$ cat config.mk
export PLATFORM = sky130hd
export DESIGN_NAME = ipdc_cmd_scheduler
export DESIGN_NICKNAME = d
export VERILOG_FILES = /design/src/rtl/ipdc_pkg.sv /design/src/rtl/ipdc_cmd_fifo.sv /design/src/rtl/ipdc_cmd_scheduler.sv
export SDC_FILE = /design/constraint.sdc
export NUM_CORES = 1
export LEC_CHECK = 0
export CAP_MARGIN = 20
export CORE_UTILIZATION = 45
export DETAILED_ROUTE_END_ITERATION = 16
export PLACE_DENSITY_LB_ADDON = 0.08
export SLEW_MARGIN = 20
export SYNTH_ARGS = -nofsm -noshare
export SYNTH_HDL_FRONTEND = slang
export SYNTH_SLANG_ARGS = --single-unit
$ cat constraint.sdc
create_clock -name i_clk -period 3 [get_ports i_clk]
set_input_delay 0.3 -clock i_clk [delete_from_list [all_inputs] [get_ports i_clk]]
set_output_delay 0.3 -clock i_clk [all_outputs]
set_load 0.1 [all_outputs]
$ cat src/rtl/ipdc_pkg.sv
// Shared constants and types for the ipdc command front-end.
// Op codes follow the ipdc instruction set; only OP_LOAD is special to the scheduler.
package ipdc_pkg;

  localparam int PIX_W         = 24;
  localparam int OP_W          = 4;
  localparam int DEF_PIX_COUNT = 256;
  localparam int DEF_CMD_DEPTH = 8;

  localparam logic [OP_W-1:0] OP_LOAD        = 4'h0;
  localparam logic [OP_W-1:0] OP_SHIFT_RIGHT = 4'h1;
  localparam logic [OP_W-1:0] OP_SHIFT_LEFT  = 4'h2;
  localparam logic [OP_W-1:0] OP_SHIFT_UP    = 4'h3;
  localparam logic [OP_W-1:0] OP_SHIFT_DOWN  = 4'h4;
  localparam logic [OP_W-1:0] OP_SCALE_DOWN  = 4'h5;
  localparam logic [OP_W-1:0] OP_SCALE_UP    = 4'h6;
  localparam logic [OP_W-1:0] OP_MEDIAN      = 4'h7;
  localparam logic [OP_W-1:0] OP_YCBCR       = 4'h8;

  typedef enum logic [0:0] {
    ST_IDLE = 1'b0,
    ST_LOAD = 1'b1
  } sched_state_e;

endpackage

$ cat src/rtl/ipdc_cmd_fifo.sv
// Synchronous op-code FIFO with registered count; no write-to-read bypass.
// DEPTH must be a power of two so the pointers wrap naturally.
module ipdc_cmd_fifo
  import ipdc_pkg::*;
#(
  parameter int DEPTH = DEF_CMD_DEPTH,
  parameter int W     = OP_W
) (
  input  logic                   clk,
  input  logic                   rst,
  input  logic                   push,
  input  logic [W-1:0]           push_data,
  input  logic                   pop,
  output logic [W-1:0]           head,
  output logic                   full,
  output logic                   empty,
  output logic [$clog2(DEPTH):0] count
);

  localparam int AW = $clog2(DEPTH);
  localparam int CW = AW + 1;

  logic [W-1:0]  mem [DEPTH];
  logic [AW-1:0] wr_ptr;
  logic [AW-1:0] rd_ptr;
  logic          do_push;
  logic          do_pop;

  assign full    = (count == CW'(DEPTH));
  assign empty   = (count == '0);
  assign do_push = push && !full;
  assign do_pop  = pop && !empty;
  assign head    = mem[rd_ptr];

  always_ff @(posedge clk) begin
    if (do_push) begin
      mem[wr_ptr] <= push_data;
    end
  end

  always_ff @(posedge clk) begin
    if (rst) begin
      wr_ptr <= '0;
      rd_ptr <= '0;
      count  <= '0;
    end else begin
      if (do_push) wr_ptr <= wr_ptr + AW'(1);
      if (do_pop)  rd_ptr <= rd_ptr + AW'(1);
      case ({do_push, do_pop})
        2'b10:   count <= count + CW'(1);
        2'b01:   count <= count - CW'(1);
        default: count <= count;
      endcase
    end
  end

endmodule

$ cat src/rtl/ipdc_cmd_scheduler.sv
// Front-end for ipdc: queues host ops, issues one per ipdc ready token and
// streams one image of pixels into ipdc after each LOAD op.
//
//   state | meaning
//   ------+---------------------------------------------------------------
//   IDLE  | pop/issue ops when a ready token is held; pixel path closed
//   LOAD  | host pixels pass straight through to ipdc until PIX_COUNT beats
module ipdc_cmd_scheduler
  import ipdc_pkg::*;
#(
  parameter int CMD_DEPTH = DEF_CMD_DEPTH,
  parameter int PIX_COUNT = DEF_PIX_COUNT
) (
  input  logic              i_clk,
  input  logic              i_rst,
  input  logic              i_cmd_valid,
  input  logic [3:0]        i_cmd_mode,
  output logic              o_cmd_ready,
  input  logic              i_pix_valid,
  input  logic [PIX_W-1:0]  i_pix_data,
  output logic              o_pix_ready,
  output logic              o_op_valid,
  output logic [3:0]        o_op_mode,
  input  logic              i_op_ready,
  output logic              o_in_valid,
  output logic [PIX_W-1:0]  o_in_data,
  input  logic              i_in_ready,
  output logic              o_busy,
  output logic              o_err
);

  localparam int CNT_W = $clog2(PIX_COUNT) + 1;
  localparam int FCW   = $clog2(CMD_DEPTH) + 1;

  localparam logic [0:0] S_IDLE = ST_IDLE;
  localparam logic [0:0] S_LOAD = ST_LOAD;

  logic [0:0]       state;
  logic             tok;
  logic             loaded;
  logic             load_issued;
  logic [CNT_W-1:0] beat_cnt;

  logic             fifo_pop;
  logic             fifo_full;
  logic             fifo_empty;
  logic [3:0]       fifo_head;
  logic [FCW-1:0]   fifo_count;

  logic             in_load;
  logic             head_is_load;
  logic             issue;
  logic             beat;
  logic             last_beat;

  ipdc_cmd_fifo #(
    .DEPTH (CMD_DEPTH),
    .W     (OP_W)
  ) u_cmd_fifo (
    .clk       (i_clk),
    .rst       (i_rst),
    .push      (i_cmd_valid && o_cmd_ready),
    .push_data (i_cmd_mode),
    .pop       (fifo_pop),
    .head      (fifo_head),
    .full      (fifo_full),
    .empty     (fifo_empty),
    .count     (fifo_count)
  );

  assign in_load      = (state == S_LOAD);
  assign o_cmd_ready  = !fifo_full;
  assign o_busy       = in_load || (fifo_count != '0);

  // A popped non-LOAD op before any image is loaded is dropped, not issued.
  assign fifo_pop     = (state == S_IDLE) && tok && !fifo_empty;
  assign head_is_load = (fifo_head == OP_LOAD);
  assign issue        = fifo_pop && (head_is_load || loaded);

  assign beat         = in_load && i_pix_valid && i_in_ready;
  assign last_beat    = beat && (beat_cnt == CNT_W'(PIX_COUNT - 1));

  assign o_in_valid   = in_load ? i_pix_valid : 1'b0;
  assign o_in_data    = in_load ? i_pix_data  : '0;
  assign o_pix_ready  = in_load ? i_in_ready  : 1'b0;

  always_ff @(posedge i_clk) begin
    if (i_rst) begin
      state       <= S_IDLE;
      tok         <= 1'b0;
      loaded      <= 1'b0;
      load_issued <= 1'b0;
      beat_cnt    <= '0;
      o_op_valid  <= 1'b0;
      o_op_mode   <= OP_LOAD;
      o_err       <= 1'b0;
    end else begin
      o_op_valid  <= issue;
      o_op_mode   <= issue ? fifo_head : OP_LOAD;
      load_issued <= issue && head_is_load;

      // Issuing consumes the token even if ipdc re-signals ready this cycle.
      if (issue) begin
        tok <= 1'b0;
      end else if (i_op_ready) begin
        tok <= 1'b1;
      end

      if (issue && head_is_load) loaded <= 1'b1;
      if (fifo_pop && !issue)    o_err  <= 1'b1;

      if (last_beat) begin
        beat_cnt <= '0;
      end else if (beat) begin
        beat_cnt <= beat_cnt + CNT_W'(1);
      end

      // LOAD opens the cycle after the LOAD op pulse, not alongside it.
      case (state)
        S_IDLE:  if (load_issued) state <= S_LOAD;
        S_LOAD:  if (last_beat)   state <= S_IDLE;
        default: state <= S_IDLE;
      endcase
    end
  end

endmodule

==> impl_metrics.ini <==
[sta]
finalCriticalPeriod_ns = 2.46
hold_slack_ns = 0.464
clock_skew_ns = 0.00817
setup_viol = 0
setup_ws_ns = 0.536
worst_slew_pin_slew_ns = 0.987
setup_tns_ns = 0
fmax_mhz = 406
drv_slew = 0
hold_viol = 0
rsz0062_at_grt = no
slew_headroom_pct = 34.0
min_period_over_period_pct = 82.1

[worst_setup_path]
start_kind = flop
critPathMaxFanout = 8
crit_arrival_ns = 2.72
worst-setup-path-type = reg2reg
crit_path_end_kind = flop
cpPeakStageDelay_ns = 0.41
crit_chain = nor4_1, or3b_4, inv_2, ha_1, xor2_1, ha_1, a21oi_1, xor2_1, or3_1, a21oi_1
critPathTopFamily = simple AND/OR/NAND/NOR gates
crit_required_ns = 3.26
cpMaxStageDelayCell = nor4_1
crit_buf_inv = 1

[global_routing]
antenna_found_initial = 0
grt_first_pass_wirelength_mm = 7.93
grt_max_degree = 30
grt_pass1_vias = 1658
grt_usage_pct = 16.9
met3_usage_pct = 6.29
met2_usage_pct = 26.4
use_met1_pct = 21.7
grt-busiest-layer = met2
grt-ovfl-total = 0

[cts]
post_cts_buffers = 0
post_cts_resized = 0
clkSinkCount = 64
cts_buffer_depth = 2
hold_buffers = 0
cts_root_buf = clkbuf_8
insertion_delay_ns = 0.33
cts_made_buffers = 9
clk_pin_slew_worst_paths_ns = 0.07
cts_tree = done
htreeDepth = 3

[yosys]
yosysSeqAreaShare_pct = 58.7
syn_inst = 227
syn_area_sq_mm = 0.00273
synth_nets = 268
avgSynthCellArea_sq_um = 12.0
synth_edf_count = 32
synth_top_area_share_pct = 35.2
ys_ff_latch = 64
synth_flop_cell = edfxtp_1
synth.area.top_cells = edfxtp_1 (35%), dfxtp_1 (23%), mux4_2 (6.6%)
synth_top_area_cell = edfxtp_1
synth-warning-count = 0
synth.distinct_cells = 35
synthArstFlopShare_pct = 0

[power]
ir_drop_mv = 0.379
power.leakage_nw = 1.35
pwr_density_cell_mw_per_mm2 = 614
power_mw = 2.16

[drt]
wl_mm = 5.12
ant_nets = 0
post_drt_wl_per_cell_um = 13.6
first_pass_iters = 4
drt_iter0_drc = 70
via_per_inst = 4.93
vias = 1855
drc = 0

[placement]
dpl-instance-area_sq_mm = 0.00335
port_buffers = 67
dpl.hpwl_mm = 3.65
routabilityCongestion = 0.725
dp_slack_ns = 0.538

[die]
dieHeight_um = 79.9
die_area_sq_mm = 0.00638
ios = 68
die_x_um = 79.9
start_util_pct = 46.4
rows = 28
core_area_sq_mm = 0.00589

[cells_and_area]
area_growth_pct = 28.8
final_area_sq_mm = 0.00352
drive_gt1_share_pct = 18.9
diodes = 0
fillers = 497
final_nets = 337

[flow_run]
maxCapViolCount = 0

[run_status]
status = complete, no violations

[worst_hold_path]
min-delay-path-class = reg2reg
==> worst register-to-register path: stages, from the launching register on <==
cell     delay (ns)
dfxtp_1        0.38
nor4_1         0.41
or3b_4         0.24
inv_2          0.08
ha_1           0.27
xor2_1         0.17
ha_1           0.18
a21oi_1        0.14
xor2_1         0.09
or3_1          0.31
a21oi_1        0.13
==> area by class of cell <==
class,instances,area [sq um],area share (%)
sequential,64,1600,45.5
multi-input combinational,150,1040,29.7
timing repair buffer,68,603,17.1
clock inverter,6,36.3,1.03
clock buffer,10,128,3.63
tap,75,93.8,2.67
inverter,3,11.3,0.320
==> power breakdown <==
group          switching [mW]  total (mW)  internal, mW
sequential             0.0652        1.04         0.972
clock                   0.315       0.610         0.295
combinational           0.311       0.512         0.201
==> cell usage in the layout, fill, tap and decap left out, drive strengths merged, types with 4 or more instances in the layout <==
cell            n
nand2          14
ha              7
nand3           4
clkdlybuf4s50  37
edfxtp         32
nand2b          4
dfxtp          32
and2           27
mux2i           6
a21oi           9
clkbuf         10
xor2            9
nor3            4
buf            31
o21ai           5
clkinv          5
nor2           31
mux4            8
nand4           4
==> path summary, 6_finish.rpt <==
path | startpoint | end | slack [ns] | cells past startpoint
max | u_cmd_fifo.count[1]$_SDFFE_PP0P_ | u_cmd_fifo.count[2]$_SDFFE_PP0P_ | 0.54 | 10
min | load_issued$_SDFF_PP0_ | in_load$_SDFF_PP0_ | 0.46 | 2
min reg2reg | load_issued$_SDFF_PP0_ | in_load$_SDFF_PP0_ | 0.46 | 2
max reg2reg | u_cmd_fifo.count[1]$_SDFFE_PP0P_ | u_cmd_fifo.count[2]$_SDFFE_PP0P_ | 0.54 | 10
==> per-layer routing <==
| metal | part of all wire [%] | wire [um] |
|---|---|---|
| met5 | 0 | 0 |
| met2 | 46 | 2330 |
| met1 | 46 | 2360 |
| met3 | 7.3 | 371 |
| met4 | 1.1 | 54 |
==> synth_stat cells, types with 4 or more instances <==
| master | instances |
|---|---|
| edfxtp_1 | 32 |
| mux4_2 | 8 |
| a21oi_1 | 9 |
| mux2i_1 | 6 |
| nand2_1 | 14 |
| clkbuf_1 | 4 |
| nand4_1 | 4 |
| ha_1 | 7 |
| o21ai_0 | 5 |
| nand2b_1 | 4 |
| dfxtp_1 | 32 |
| nor2_1 | 31 |
| and2_1 | 27 |
| xor2_1 | 9 |
| nand3_1 | 4 |
==> kinds of logic after synthesis <==
group / Yosys count / synth area share, %
muxes: 14 / 8.80
xor gates and xnor gates: 12 / 3.85
and+or+nand+nor: 100 / 19.0
DFF: 64 / 58.7
AOI/OAI and AO/OA: 17 / 3.39
adders and majority gates: 7 / 3.21
buffers and inverters: 13 / 3.12
==> metrics by stage <==
stage	utilization (%)	instances
finish	59.8	376
global route	59.8	376
CTS	59.8	376
detailed placement	57.0	360
global placement	57.0	360
floorplan	-	227
==> registers in the layout (all words and copies together) (netlist names), named ones only <==
signal	cells
u_cmd_fifo.rd_ptr	3
in_load	1
tok	1
u_cmd_fifo.wr_ptr	3
loaded	1
o_op_valid	1
u_cmd_fifo.mem	32
o_op_mode	4
load_issued	1
beat_cnt	9
u_cmd_fifo.count	4
o_err	1
Power figures use the tool's default switching activity.
